[src/rtl/romulus_pkg.sv]
// Shared Romulus definitions: widths, counter constants, LFSR taps, scheduler
// state encoding and the counter-to-TK1 byte mapping.
package romulus_pkg;

  localparam int CNT_W         = 56;
  localparam int TK1_W         = 64;
  localparam int ROUNDS_SKINNY = 40;

  // The block counter restarts at 1 for every new message
  localparam logic [CNT_W-1:0] CNT_ONE = 56'h1;

  // Feedback taps at bit positions 2, 4 and 7; bit 0 always receives the feedback
  localparam logic [CNT_W-1:0] LFSR_TAP_MASK = 56'h00_0000_0000_0094;

  typedef enum logic {
    IDLE = 1'b0,
    RUN  = 1'b1
  } sched_state_t;

  // Counter bytes go into TK1 least-significant byte first; the last byte is zero
  function automatic logic [TK1_W-1:0] cnt_to_tk1(input logic [CNT_W-1:0] c);
    return {c[7:0], c[15:8], c[23:16], c[31:24], c[39:32], c[47:40], c[55:48], 8'h00};
  endfunction

endpackage

[src/rtl/cnt_expansion.sv]
// Per-round TK1 permutation on the 64-bit counter half of TK1.
// The word is viewed as eight byte cells, cell 0 in the top byte; output
// cell i takes input cell PERM[i].
module cnt_expansion
  import romulus_pkg::*;
(
  input  logic [TK1_W-1:0] tk,
  output logic [TK1_W-1:0] tk_perm
);

  localparam int PERM [8] = '{1, 7, 0, 5, 2, 6, 4, 3};

  // Route each byte cell to its permuted position
  always_comb begin
    tk_perm = '0;
    for (int i = 0; i < 8; i++) begin
      tk_perm[TK1_W-1-8*i -: 8] = tk[TK1_W-1-8*PERM[i] -: 8];
    end
  end

endmodule

[src/rtl/cnt_lfsr56.sv]
// One step of the 56-bit Romulus block-counter LFSR (multiply by x in GF(2^56)).
// Purely combinational so the Romulus-N and Romulus-M schedulers can share it.
module cnt_lfsr56
  import romulus_pkg::*;
(
  input  logic [CNT_W-1:0] cnt,
  output logic [CNT_W-1:0] cnt_next
);

  // Shift up by one, wrap the top bit to bit 0 and fold it into the tap positions
  always_comb begin
    cnt_next = {cnt[CNT_W-2:0], cnt[CNT_W-1]} ^ ({CNT_W{cnt[CNT_W-1]}} & LFSR_TAP_MASK);
  end

endmodule

[src/rtl/cnt_tk1_sched.sv]
// Counter TK1 scheduler for Romulus-N: holds the public block counter and walks
// the counter TK1 word through the per-round permutation, one word per round.
module cnt_tk1_sched
  import romulus_pkg::*;
#(
  parameter int ROUNDS = ROUNDS_SKINNY,
  parameter int RW     = 6
) (
  input  logic             clk,
  input  logic             rst_n,
  input  logic             cnt_init,
  input  logic             cnt_inc,
  input  logic             cnt_ld,
  input  logic [CNT_W-1:0] cnt_di,
  input  logic             start,
  input  logic             round_en,
  output logic [TK1_W-1:0] tk1_o,
  output logic [CNT_W-1:0] cnt_o,
  output logic [RW-1:0]    rnd_o,
  output logic             busy,
  output logic             done
);

  logic [CNT_W-1:0] cnt_q;
  logic [CNT_W-1:0] cnt_step;
  logic [TK1_W-1:0] tk1_q, tk1_d, tk1_perm;
  logic [RW-1:0]    rnd_q, rnd_d;
  logic             busy_q, busy_d;
  logic             done_q, done_d;
  sched_state_t     state_q, state_d;

  cnt_lfsr56 u_lfsr (
    .cnt      (cnt_q),
    .cnt_next (cnt_step)
  );

  cnt_expansion u_perm (
    .tk      (tk1_q),
    .tk_perm (tk1_perm)
  );

  // Block counter: restart beats load, load beats increment; independent of the FSM
  always_ff @(posedge clk or negedge rst_n) begin
    if (!rst_n) begin
      cnt_q <= CNT_ONE;
    end else if (cnt_init) begin
      cnt_q <= CNT_ONE;
    end else if (cnt_ld) begin
      cnt_q <= cnt_di;
    end else if (cnt_inc) begin
      cnt_q <= cnt_step;
    end
  end

  // Schedule state and round-key registers
  always_ff @(posedge clk or negedge rst_n) begin
    if (!rst_n) begin
      state_q <= IDLE;
      tk1_q   <= '0;
      rnd_q   <= '0;
      busy_q  <= 1'b0;
      done_q  <= 1'b0;
    end else begin
      state_q <= state_d;
      tk1_q   <= tk1_d;
      rnd_q   <= rnd_d;
      busy_q  <= busy_d;
      done_q  <= done_d;
    end
  end

  // Next-state logic: start loads the expanded counter, round_en steps the permutation;
  // the final round_en leaves tk1/rnd untouched and raises done for one cycle
  always_comb begin
    state_d = state_q;
    tk1_d   = tk1_q;
    rnd_d   = rnd_q;
    busy_d  = busy_q;
    done_d  = 1'b0;
    case (state_q)
      IDLE: begin
        if (start) begin
          tk1_d   = cnt_to_tk1(cnt_q);
          rnd_d   = '0;
          state_d = RUN;
          busy_d  = 1'b1;
        end
      end
      RUN: begin
        if (round_en) begin
          if (rnd_q == RW'(ROUNDS - 1)) begin
            state_d = IDLE;
            busy_d  = 1'b0;
            done_d  = 1'b1;
          end else begin
            tk1_d = tk1_perm;
            rnd_d = rnd_q + RW'(1);
          end
        end
      end
      default: begin
        state_d = IDLE;
        busy_d  = 1'b0;
      end
    endcase
  end

  assign tk1_o = tk1_q;
  assign cnt_o = cnt_q;
  assign rnd_o = rnd_q;
  assign busy  = busy_q;
  assign done  = done_q;

endmodule

[config.mk]
export PLATFORM = sky130hd
export DESIGN_NAME = cnt_tk1_sched
export DESIGN_NICKNAME = d
export VERILOG_FILES = /design/src/rtl/romulus_pkg.sv /design/src/rtl/cnt_expansion.sv /design/src/rtl/cnt_lfsr56.sv /design/src/rtl/cnt_tk1_sched.sv
export SDC_FILE = /design/constraint.sdc
export NUM_CORES = 1
export LEC_CHECK = 0
export BUFFER_PORTS_ARGS = -buffer_cell sky130_fd_sc_hd__buf_2
export CAP_MARGIN = 20
export CORE_ASPECT_RATIO = 0.8
export CORE_MARGIN = 2
export CORE_UTILIZATION = 30
export DETAILED_ROUTE_END_ITERATION = 12
export GPL_TIMING_DRIVEN = 0
export PLACE_DENSITY = 0.59
export RECOVER_POWER = 100
export SYNTH_ARGS = -nofsm -noshare
export SYNTH_HDL_FRONTEND = slang
export SYNTH_SLANG_ARGS = --single-unit
[constraint.sdc]
create_clock -name clk -period 2.4 [get_ports clk]
set_clock_uncertainty 0.15 [all_clocks]
set_input_delay 0.48 -clock clk [delete_from_list [all_inputs] [get_ports clk]]
set_output_delay 0.48 -clock clk [all_outputs]
set_load 0.03 [all_outputs]
==> flow_summary.json, run 1 <==
{
  "status": "completed",
  "reg2reg_depth": 6,
  "vias_per_cell": 4.72,
  "grt_antenna_before_repair": 1,
  "slew_viol_final": 0,
  "cp.arrival_ns": 2.29,
  "post-route-min-period_ns": 2.15,
  "port_buffers": 187,
  "overflow": 0,
  "row_count": 48,
  "maxCapViolCount": 0,
  "grt_max_degree": 77,
  "dp_slack_ns": 0.0581,
  "critical_path.max_fanout": 10,
  "hp-class": "input pin to flip-flop",
  "worst_path_max_delay_cell": "dfrtp_1",
  "coreArea_mm2": 0.0214,
  "dr.pass1.iters": 4,
  "fin_area_mm2": 0.00814,
  "synthToLayoutAreaGrowth_pct": 25.2,
  "path_clk_slew_ns": 0.06,
  "startpoint_type": "flip-flop",
  "grt_pass1_wl_mm": 30.5,
  "rsz0062_at_grt": "false",
  "hpwl_mm": 15.4,
  "clkSinkCount": 129,
  "clk_latency_ns": 0.41,
  "synth.net_count": 550,
  "finalHoldViolCount": 0,
  "ys_types": 32,
  "period_share_pct": 89.7,
  "die_area_mm2": 0.0229,
  "initial_core_util_pct": 30.3,
  "crit_path_end_kind": "flip-flop",
  "final_layout_size_suffix_gt1_share_pct": 34.9,
  "crit_top_cell": "buf_6",
  "synth_most_common_cell": "mux2_2",
  "synth_edf_count": 0,
  "cts_buffers": 17,
  "drt_iter0_drc": 227,
  "min_path_cells": 2,
  "max-clock-path-buffers": 2,
  "fin_util_pct": 37.9,
  "cts_tree": "yes",
  "path_buf_inv": 3,
  "io_pins": 191,
  "syn_area_mm2": 0.00650,
  "fp.dieH_um": 136,
  "antennaDiodeCount": 0,
  "nets": 758,
  "vias": 4637,
  "power_mw": 8.03,
  "synth_seq_area_share_pct": 49.7,
  "ys_ff_latch": 129,
  "path_cells": "buf_4 > and4bb_1 > a31oi_4 > buf_6 > buf_6 > mux2_1",
  "slew_headroom_pct": 26.9,
  "synthTopCellsByCount": "137 x mux2_2, 128 x dfrtp_1, 56 x nor2_1",
  "ctsResizeCount": 0,
  "finalNonFillerCells": 982,
  "place_area_mm2": 0.00782,
  "setup_viol_count_final": 0,
  "dp.cells": 949,
  "yosysWarningCount": 0,
  "worst_pin_slew_ns": 1.10,
  "p_per_area_mw_per_mm2": 986,
  "grt_pass1_vias": 4757,
  "wl_mm": 20.2,
  "yosys-top-cells-area": "dfrtp_1 49%, mux2_2 24%, mux2i_1 8.2%, mux2_4 6.7%, nor2_1 3.2%",
  "wire_per_inst_um": 20.6,
  "leakage_nw": 4.00,
  "finalWorstSetupSlack_ns": 0.248,
  "gr-usage-all-layers_pct": 18.1,
  "gp_congestion": 0.828,
  "ys.flop_type": "dfrtp_1",
  "ant_nets": 0,
  "async_reset_ff_share_pct": 100,
  "syn_inst": 486,
  "avgSynthCellArea_um2": 13.4,
  "whs_ns": 0.143,
  "cp.depth": 6,
  "yosys.area.top_type": "dfrtp_1",
  "setup_tns_ns": 0,
  "remaining_drc_errors": 0,
  "yosys.area.top_type_share_pct": 49.3,
  "cp.required_ns": 2.54,
  "htree_levels": 4,
  "crit_type": "flip-flop to flip-flop",
  "slowest_delay_ns": 0.36,
  "die_x_um": 169,
  "irDropWorstVdd_uv": 418,
  "root_buffer": "clkbuf_16",
  "crit_family": "buffers and inverters",
  "fmax_ghz": 0.465
}
## cell families after synthesis
logic type / count (synthesis) / synth area share, %
mux: 220 / 38.8
flops: 129 / 49.7
simple gates: 66 / 4.20
buf+inv: 38 / 3.00
compound gates: 27 / 3.46
xor+xnor: 5 / 0.674
fa+ha+maj: 1 / 0.192
## sequential cells by signal, summed over array words and instances, names as in the netlist
register  count
busy          1
cnt_o        56
tk1_o        64
done          1
state_q       1
rnd_o         6
## worst register-to-register path, delay by kind of cell, from the launching register on
family          cells  cell delay, ns
compound gates      1            0.29
buf+inv             3            0.60
flops               1            0.36
mux                 1            0.34
simple gates        1            0.28
## what timing repair did
| item | 4_1_cts | 5_1_grt |
|---|---|---|
| hold buffers | 1 | 0 |
| buffers inserted | 0 | 0 |
| hold endpoints to repair | 56 | 0 |
## power by group
part           switching (mW)  internal [mW]  total, mW  leakage [nW]
Clock                   0.969           1.60       2.57         0.286
Combinational            1.52          0.842       2.36          1.98
Sequential              0.487           2.60       3.09          1.73
Total                    2.98           5.05       8.03          4.00
## layout by cell type, fill, tap and decap left out, types with 3 or more instances in the layout
cell         n
mux2_1      25
nand2_1      3
clkbuf_1   153
mux2_2     137
a22o_1      14
xnor2_1      4
clkbuf_16   17
clkbuf_8     3
dfrtp_1    128
buf_6        4
clkinv_2     5
nor2_1      56
mux2_4       4
mux2i_1     53
a21oi_1      4
buf_2       63
## final cells by class
type / instances / area [um^2]
well taps: 275 / 344
repair buffers: 189 / 816
inverters: 2 / 7.51
plain buffers: 36 / 178
flip-flops and latches: 129 / 3230
fillers: 2168 / 13300
multi-input cells: 319 / 2980
clock buffers: 22 / 474
clock inverters: 10 / 109
## final timing paths
kind	start	end	slack (ns)
min in group asynchronous	rst_n	busy	0.71
setup / recovery	state_q	tk1_o[44]	0.25
hold reg to reg	busy	busy	0.35
max in group asynchronous	rst_n	tk1_o[63]	0.54
setup reg to reg	state_q	tk1_o[44]	0.25
hold / removal	cnt_di[7]	cnt_o[7]	0.14
## layer usage
metal  vias to the layer above  track usage (%)  wire, um
li1                       2170                -         -
met1                      2329             26.7     10200
met2                       127             27.0      8950
met3                        11             4.56       924
met4                         0             3.54       150
met5                         -                0         0
(Power assumes the default switching activity.)
==> inputs of run 2 (changes only) <==
--- a/config.mk
+++ b/config.mk
@@ -12,8 +12,8 @@
 export CORE_UTILIZATION = 30
 export DETAILED_ROUTE_END_ITERATION = 12
 export GPL_TIMING_DRIVEN = 0
-export PLACE_DENSITY = 0.59
 export RECOVER_POWER = 100
+export SKIP_LAST_GASP = 1
 export SYNTH_ARGS = -nofsm -noshare
 export SYNTH_HDL_FRONTEND = slang
 export SYNTH_SLANG_ARGS = --single-unit
==> flow_summary.json, run 2 (synthesized netlist as in run 1, its figures left out) <==
{
  "status": "completed",
  "gp_congestion": 0.807,
  "holdBufCountCts": 1,
  "antennaDiodeCount": 0,
  "critical_path.max_fanout": 10,
  "io_pins": 191,
  "worst_pin_slew_ns": 0.907,
  "reg2reg_from": "rnd_o[0]",
  "final_layout_size_suffix_gt1_share_pct": 36.9,
  "dr.pass1.iters": 4,
  "cp.arrival_ns": 2.32,
  "coreArea_mm2": 0.0214,
  "cp.required_ns": 2.54,
  "largest_register_ffs": 64,
  "die_area_mm2": 0.0229,
  "ant_nets": 0,
  "vias": 4604,
  "reg2reg_depth": 5,
  "slew_viol_final": 0,
  "maxCapViolCount": 0,
  "path_buf_inv": 2,
  "ctsResizeCount": 0,
  "port_buffers": 187,
  "path_cells": "ha_1 > a31oi_4 > buf_6 > clkbuf_4 > mux2_4",
  "cts_setup_buffers": 0,
  "clk_latency_ns": 0.41,
  "cts_buffers": 17,
  "gr-usage-all-layers_pct": 17.9,
  "setup_viol_count_final": 0,
  "min_path_cells": 3,
  "wl_mm": 20.2,
  "slowest_delay_ns": 0.42,
  "final_common_cell": "clkbuf_1",
  "row_count": 48,
  "hp-class": "input pin to flip-flop",
  "overflow": 0,
  "fmax_ghz": 0.459,
  "fillers": 2153,
  "crit_family": "buffers and inverters",
  "drt_iter0_drc": 211,
  "max-clock-path-buffers": 2,
  "synthToLayoutAreaGrowth_pct": 27.0,
  "nets": 758,
  "finalHoldViolCount": 0,
  "startpoint_type": "flip-flop",
  "grt_max_degree": 88,
  "worst_path_max_delay_cell": "dfrtp_1",
  "most-common-layout-cells": "152 x clkbuf_1, 137 x mux2_2, 128 x dfrtp_1",
  "crit_start": "rnd_o[0]",
  "fp.dieH_um": 136,
  "initial_core_util_pct": 30.3,
  "grt_pass1_wl_mm": 29.9,
  "slew_headroom_pct": 39.5,
  "remaining_drc_errors": 0,
  "dp_slack_ns": 0.167,
  "post-route-min-period_ns": 2.18,
  "vias_per_cell": 4.69,
  "crit_path_end_kind": "flip-flop",
  "finalWorstSetupSlack_ns": 0.223,
  "p_per_area_mw_per_mm2": 1030,
  "clkSinkCount": 129,
  "path_clk_slew_ns": 0.06,
  "min-delay-start": "cnt_di[0]",
  "grt_antenna_before_repair": 0,
  "grt_pass1_vias": 4554,
  "cts_tree": "yes",
  "leakage_nw": 4.04,
  "die_x_um": 169,
  "period_share_pct": 90.7,
  "irDropWorstVdd_uv": 407,
  "htree_levels": 4,
  "fin_util_pct": 38.5,
  "rsz0062_at_grt": "false",
  "hpwl_mm": 15.2,
  "crit_type": "flip-flop to flip-flop",
  "wire_per_inst_um": 20.6,
  "cp.depth": 5,
  "root_buffer": "clkbuf_16"
}
run 2: cell type report:
| class | count | area, um^2 | share of cell area (%) |
|---|---|---|---|
| Buffer | 36 | 170 | 2.06 |
| Clock inverter | 13 | 233 | 2.82 |
| Timing Repair Buffer | 189 | 803 | 9.73 |
| Tap cell | 275 | 344 | 4.17 |
| Sequential cell | 129 | 3230 | 39.1 |
| Inverter | 2 | 7.51 | 0.0909 |
| Clock buffer | 19 | 443 | 5.36 |
| Multi-Input combinational cell | 319 | 3030 | 36.7 |
run 2: power by group:
group / total, mW / internal [mW] / switching (mW)
Clock: 2.99 / 1.98 / 1.01
Sequential: 3.09 / 2.60 / 0.490
Combinational: 2.42 / 0.893 / 1.52
Total: 8.50 / 5.48 / 3.03
run 2: worst reg2reg max path: stages, from the launching register on:
cell      delay, ns
dfrtp_1        0.42
ha_1           0.32
a31oi_4        0.30
buf_6          0.21
clkbuf_4       0.33
mux2_4         0.33
run 2: per-stage QoR:
stage / hold slack (ns) / cell area, um^2 / power, mW / TNS (ns) / cells
floorplan: 0.0344 / 6500 / 4.78 / 0 / 486
global placement: 0.328 / 7780 / 5.71 / -152.84 / 948
detailed placement: 0.290 / 7820 / 5.74 / 0 / 949
CTS: 0.126 / 8500 / 8.77 / 0 / 982
global route: 0.142 / 8260 / 8.88 / 0 / 982
finish: 0.142 / 8260 / 8.50 / 0 / 982
run 2: layer usage:
| metal | vias to the layer above | routed length (um) | GRT usage [%] |
|---|---|---|---|
| met5 | - | 0 | 0 |
| li1 | 2171 | - | - |
| met4 | 0 | 98 | 3.50 |
| met3 | 6 | 930 | 4.88 |
| met1 | 2316 | 10200 | 26.1 |
| met2 | 111 | 8960 | 26.5 |
run 2: path summary, 6_finish.rpt:
kind | end | slack, ns
min in group asynchronous | done | 0.41
worst max-delay path | tk1_o[46] | 0.22
worst min register to register | busy | 0.36
worst min-delay path | cnt_o[0] | 0.14
max in group asynchronous | tk1_o[22] | 0.51
worst max register to register | tk1_o[46] | 0.22
